### config.mk
export PLATFORM = sky130hd
export DESIGN_NAME = interrupt_arbiter
export DESIGN_NICKNAME = d
export VERILOG_FILES = /design/src/rtl/interrupt_arbiter.sv
export SDC_FILE = /design/constraint.sdc
export NUM_CORES = 1
export LEC_CHECK = 0
export BUFFER_PORTS_ARGS = -buffer_cell sky130_fd_sc_hd__buf_2
export CAP_MARGIN = 20
export CORE_MARGIN = 3
export CORE_UTILIZATION = 47
export CTS_BUF_LIST = sky130_fd_sc_hd__clkbuf_4
export DETAILED_ROUTE_END_ITERATION = 8
export PLACE_DENSITY_LB_ADDON = 0.1
export SLEW_MARGIN = 20
export SYNTH_ARGS = -nofsm -noshare
export SYNTH_HDL_FRONTEND = slang
export SYNTH_SLANG_ARGS = --single-unit
### constraint.sdc
create_clock -name clk -period 3.7 [get_ports clk]
set_clock_uncertainty 0.2 [all_clocks]
set_input_delay 0.185 -clock clk [delete_from_list [all_inputs] [get_ports clk]]
set_output_delay 0.185 -clock clk [all_outputs]
set_load 0.01 [all_outputs]
### src/rtl/interrupt_arbiter.sv
// Interrupt arbiter between edge-capture blocks and the PacoBlaze interrupt handshake.
// Define INTERRUPT_ARBITER_ROUND_ROBIN_EN for rotating priority; default is fixed lowest-index priority.
module interrupt_arbiter #(
    parameter int N_SRC = 8,
    parameter int ID_W  = 3
) (
    input  logic             clk,
    input  logic             rst,
    input  logic [N_SRC-1:0] int_req,
    input  logic [N_SRC-1:0] int_mask,
    output logic [N_SRC-1:0] int_ack,
    output logic             cpu_interrupt,
    input  logic             cpu_interrupt_ack,
    input  logic             eoi,
    output logic [ID_W-1:0]  int_id,
    output logic             int_active,
    output logic [N_SRC-1:0] int_pending
);

    localparam logic [1:0] IDLE    = 2'd0;
    localparam logic [1:0] REQ     = 2'd1;
    localparam logic [1:0] SERVICE = 2'd2;

    logic [1:0]       state;
    logic [N_SRC-1:0] eligible;
    logic [ID_W-1:0]  winner;
    logic [ID_W-1:0]  sel;
    logic [N_SRC-1:0] sel_onehot;
    logic             grant;

    function automatic logic [ID_W-1:0] pick_lowest(input logic [N_SRC-1:0] v);
        logic [ID_W-1:0] w;
        w = '0;
        for (int i = N_SRC - 1; i >= 0; i--) begin
            if (v[i]) w = ID_W'(i);
        end
        return w;
    endfunction

    function automatic logic [ID_W-1:0] next_idx(input logic [ID_W-1:0] i);
        return (int'(i) == N_SRC - 1) ? '0 : i + 1'b1;
    endfunction

    assign eligible      = int_req & int_mask;
    assign int_pending   = eligible;
    assign cpu_interrupt = (state == REQ);
    assign int_active    = (state == SERVICE);
    assign grant         = (state == REQ) && cpu_interrupt_ack;
    assign sel_onehot    = {{(N_SRC-1){1'b0}}, 1'b1} << sel;

`ifdef INTERRUPT_ARBITER_ROUND_ROBIN_EN
    logic [ID_W-1:0] ptr;

    // Rotate so the pointer lands on bit 0, pick the lowest, then rotate the index back.
    function automatic logic [ID_W-1:0] pick_rotated(input logic [N_SRC-1:0] v,
                                                     input logic [ID_W-1:0]  p);
        logic [N_SRC-1:0] rot;
        logic [ID_W-1:0]  off;
        logic [ID_W:0]    sum;
        rot = N_SRC'({v, v} >> p);
        off = pick_lowest(rot);
        sum = {1'b0, p} + {1'b0, off};
        if (sum >= (ID_W+1)'(N_SRC)) sum = sum - (ID_W+1)'(N_SRC);
        return sum[ID_W-1:0];
    endfunction

    assign winner = pick_rotated(eligible, ptr);

    always_ff @(posedge clk or posedge rst) begin
        if (rst) begin
            ptr <= '0;
        end else if (grant) begin
            ptr <= next_idx(sel);
        end
    end
`else
    assign winner = pick_lowest(eligible);
`endif

    always_ff @(posedge clk or posedge rst) begin
        if (rst) begin
            state   <= IDLE;
            int_ack <= '0;
            int_id  <= '0;
        end else begin
            int_ack <= '0;
            case (state)
                IDLE: begin
                    if (|eligible) state <= REQ;
                end
                REQ: begin
                    if (cpu_interrupt_ack) begin
                        state   <= SERVICE;
                        int_ack <= sel_onehot;
                        int_id  <= sel;
                    end
                end
                SERVICE: begin
                    if (eoi) state <= IDLE;
                end
                default: state <= IDLE;
            endcase
        end
    end

    // sel is only consumed in REQ, where it is always freshly latched from IDLE.
    always_ff @(posedge clk) begin
        if (state == IDLE && |eligible) sel <= winner;
    end

endmodule
==> impl_metrics.toml, run 1 <==
[global_routing]
grt_usage = 0.146
grt_pass1_vias = 541
antenna_found_initial = 0
grt_overflow = 0
grt_max_degree = 14
grt_pass1_wl_um = 2120

[timing]
finalHoldViolations = 0
holdWs_ps = 24.3
setup_viol = 0
slew_violations = 0
slew_headroom = 0.680
fmax_ghz = 0.699
grt_setup_unrepaired = "false"
min_period_ps = 1430
finalCritPeriodShare = 0.386
setup_tns_ps = 0
worst_pin_slew_ps = 479

[cells_and_area]
area_delta_synth_final_pct = 38.0
utilization = 0.714
diodes = 0
fillerInstances = 99
layout-drive-gt1-share = 0.434
nets = 134
layout_commonest_cell = "buf_2"
final_cell_mix = "buf_2, nand2_1, dfrtp_1, inv_1"
design_area_um2 = 963

[critical_path]
endpoint_kind = "output pin"
rrSetupSlack_ps = 2370
worstSetupStartpointType = "flip-flop"
critPathLaunch = "state[1]"
worstPathArrival_ps = 1040
required_ps = 3310
critPathKind = "flip-flop to output pin"
reg2reg_to = "int_id[1]"
reg2reg_from = "state[1]"
path_max_fanout = 3
ff2ff_path_depth = 3

[floorplanning]
die_h_um = 44.5
core_um2 = 1350
die-area_um2 = 1980
io_pins = 41
core.rowCount = 13
chipWidth_um = 44.5
start_util = 0.517

[clock_tree]
cts.sinks = 16
cts-root-buf = "clkbuf_4"
clk_pin_slew_worst_paths_ps = 90
htreeDepth = 1
ctsResizeCount = 0
post_cts_buffers = 0
cts.path.max_buffers = 2
cts_buffers = 3
clk_latency_ps = 270
cts_tree = "built"

[synthesis]
ys_types = 21
synth_seq_cells = 16
yosysTopAreaCell = "dfrtp_1"
synth_area_um2 = 698
ys_seq_area_frac = 0.595
avgSynthCellArea_um2 = 10.4
ys_warn_count = 0
yosysTopAreaCellShare = 0.466
synth_area_leaders = "dfrtp_1, edfxtp_1, nand2_1"
syn_nets = 87
syn_inst = 67

[place]
port_buffers = 40
gp_congestion = 0.719
dpl_cell_area_um2 = 917
hpwl_um = 1070

[detailed_routing]
post-route-drc-count = 0
ant_nets = 0
drtIter0Drc = 4
via_per_inst = 4.73
finalWirelength_um = 1330
wl_per_cell_um = 10.4
vias = 606
firstDrtPassIters = 4

[hold_path]
min_path_type = "input pin to flip-flop"
hold_path_startpoint = "cpu_interrupt_ack"
min_to = "state[0]"
hold_depth = 3

[power]
pwr-share-seq = 0.485
power_density_nw_per_um2 = 574
ir_worst_vdd_v = 0.000253
p_int_uw = 368
power_frac_comb = 0.357
leakage_nw = 0.589
clkPwrFrac = 0.157
p_switching_uw = 185
p_sw_frac = 0.335
fin_total_pwr_uw = 553

[status]
status = "completed"

[job]
drv_cap = 0
[worst max-delay path, cell delays in order (launching register included)]
cell and delay (ps):
dfrtp_1 420, and2b_2 210, buf_2 140
[cells in the mapped netlist]
cell,n
o21ai_0,2
dfrtp_1,13
mux2_4,2
nor4_1,1
a311oi_1,1
nor2_1,4
o211ai_1,1
nor3_1,4
nand2_4,1
nand3_1,1
inv_1,10
nor2b_1,1
nand2_1,13
nand2b_1,3
and2b_2,1
a21o_2,1
nand4_1,2
nor2b_4,1
o21a_1,1
a31oi_1,1
edfxtp_1,3
[sequential cells by signal (all words and copies together) (netlist names)]
register  cells
int_ack       8
int_id        3
sel           3
state         2
[how the worst max path moves through the flow]
stage | slack, ps | endpoint
after floorplan | 2400 | int_id[0]
after global placement | 2400 | int_id[1]
after detailed placement | 2390 | int_id[0]
after CTS | 2260 | int_active
after global routing | 2240 | int_active
final | 2270 | int_active
[cells by family (layout without fill, tap and decap cells)]
group / after synthesis / after routing / synth area share
AOI/OAI and AO/OA: 7 / 7 / 0.0699
muxes: 2 / 2 / 0.0430
and+or+nand+nor: 32 / 32 / 0.238
buffers and inverters: 10 / 56 / 0.0538
DFF: 16 / 16 / 0.595
[power by group through the flow]
stage                     logic, mW  clock network (mW)  registers, mW
after detailed placement      0.197                   0          0.273
after global routing          0.217              0.0972          0.275
after floorplan               0.119                   0          0.278
after global placement        0.192                   0          0.270
final                         0.198              0.0870          0.268
after CTS                     0.200              0.0898          0.269
[through the flow]
stage,worst slack (ps),cells
2_1_floorplan,2400,67
3_3_place_gp,2400,122
3_5_place_dp,2390,122
4_1_cts,2260,128
5_1_grt,2240,128
6_report,2270,128
[final cells by class]
class                      instances  area (um^2)  area share
inverter                          10         37.5      0.0390
clock buffer                       3         22.5      0.0234
multi-input combinational         41          245       0.255
timing repair buffer              42          220       0.229
tap                               15         18.8      0.0195
clock inverter                     1         3.75     0.00390
sequential                        16          415       0.431
[layer usage]
metal  global-route usage  share of wire  vias up
met5                    0              0        -
met4               0.0904          0.017        0
met3               0.0122           0.10        2
met2                0.258           0.48       35
met1                0.167           0.40      258
li1                     -              -      311
[what timing repair did]
| action | CTS | global route |
|---|---|---|
| endpoints found under the hold margin | 14 | 0 |
| setup endpoints to repair | 0 | 0 |
| hold buffers | 2 | 0 |
(Power assumes the default switching activity.)
==> run 2, diff against run 1 <==
CORE_UTILIZATION = 39   (was 47)
clock period = 1.3 ns   (was 3.7 ns; I/O delays follow)
==> impl_metrics.toml, run 2 (synthesis gave the netlist of run 1 again) <==
[cells_and_area]
final-seq-area_um2 = 415
largestRegisters = "int_ack: 8 flops, int_id: 3 flops, sel: 3 flops"
multi_input_area_um2 = 267
largest_reg_flops = 8
regMostFlops = "int_ack"
layout_commonest_cell = "buf_2"
nets = 139
layout-drive-gt1-share = 0.466
utilization = 0.662
instances_no_fill = 142
final_cell_mix = "buf_2, nand2_1, dfrtp_1, inv_1, dlygate4sd3_1"
area_delta_synth_final_pct = 51.1
diodes = 0
fillerInstances = 132

[timing]
worst_slack_ps = 3.24
fmax_ghz = 0.771
finalCritPeriodShare = 0.998
min_period_ps = 1300
slew_violations = 0
grt_setup_unrepaired = "true"
slew_headroom = 0.684
worst_pin_slew_ps = 473
holdWs_ps = 6.89
finalHoldViolations = 0
setup_viol = 0
setup_tns_ps = 0

[critical_path]
slowest_delay_ps = 420
path_max_fanout = 3
slowest_stage = "dfrtp_1"
worstPathArrival_ps = 1030
critPathKind = "flip-flop to output pin"
worstPathCellList = "and2b_2, buf_6"
required_ps = 1030
worstSetupStartpointType = "flip-flop"
endpoint_kind = "output pin"

[clock_tree]
htreeDepth = 1
cts_tree = "built"
cts_buffers = 3
cts.sinks = 16
clk_latency_ps = 270
clk_pin_slew_worst_paths_ps = 90
cts-root-buf = "clkbuf_4"
cts.path.max_buffers = 2

[floorplanning]
die-area_um2 = 2330
die_h_um = 48.3
core_um2 = 1590
chipWidth_um = 48.3
start_util = 0.438
core.rowCount = 14
io_pins = 41

[detailed_routing]
via_per_inst = 4.50
drtIter0Drc = 2
firstDrtPassIters = 2
ant_nets = 0
post-route-drc-count = 0
vias = 639
finalWirelength_um = 1410
wl_per_cell_um = 9.91

[power]
leakage_nw = 0.621
power_density_nw_per_um2 = 1600
ir_worst_vdd_v = 0.000702

[global_routing]
grt_max_degree = 14
grt_pass1_vias = 639
grt_pass1_wl_um = 2530
grt_overflow = 0
grt_usage = 0.139
antenna_found_initial = 0

[place]
pre_cts_ws_ps = 7.00
gp_congestion = 0.751
port_buffers = 40
hpwl_um = 1100
place_inst = 132

[hold_path]
min_path_type = "input pin to flip-flop"

[status]
status = "completed"

[job]
drv_cap = 0
## run 2: cell count changes in the layout (fill, tap and decap cells not counted), sizes merged
cell	delta
clkbuf	+1
clkinv	-1
buf	+2
dlygate4sd3	+3
## run 2: report_power, final
part	switching, mW	internal [mW]	leakage [nW]
logic	0.311	0.329	0.401
registers	0.111	0.661	0.202
clock network	0.138	0.139	0.0184
total	0.560	1.13	0.621
## run 2: final timing paths
path | from | end | cells past startpoint | slack [ps]
min reg2reg | int_id[2] | int_id[2] | 2 | 290
max reg2reg | state[1] | int_id[0] | 3 | 10
min in group asynchronous | rst | int_ack[6] | 3 | 140
min | int_mask[0] | sel[0] | 4 | 7
max in group asynchronous | rst | int_ack[2] | 3 | 440
max | state[1] | int_active | 2 | 3
## run 2: layout make-up
| cell class | count | share of cell area |
|---|---|---|
| clock buffers | 4 | 0.0285 |
| repair buffers | 47 | 0.261 |
| flip-flops and latches | 16 | 0.394 |
| inverters | 10 | 0.0356 |
| well taps | 24 | 0.0285 |
| multi-input cells | 41 | 0.253 |
## run 2: through the flow
stage	total power [mW]	cell area, um^2
after floorplan	1.13	698
after global placement	1.34	936
after detailed placement	1.34	936
after CTS	1.65	1020
after global routing	1.81	1050
final	1.69	1050
## run 2: metal layers
layer / part of all wire / vias to the layer above / global-route usage / wire [um]
li1: - / 322 / - / -
met1: 0.40 / 285 / 0.145 / 565
met2: 0.50 / 30 / 0.252 / 706
met3: 0.076 / 2 / 0.0307 / 107
met4: 0.019 / 0 / 0.0853 / 27
met5: 0 / - / 0 / 0
## run 2: critical path: cells and delay by family, from the launching register on
| kind | cells | cell delay (ps) |
|---|---|---|
| flops | 1 | 420 |
| simple gates | 1 | 230 |
| buf+inv | 1 | 120 |
## run 2: timing repair
item,in CTS,in global routing
setup buffers,0,1
resized for setup,1,5
pin swaps,0,1
hold buffers,5,0
endpoints found under the setup margin,1,9
gates cloned,0,0
endpoints found under the hold margin,22,0
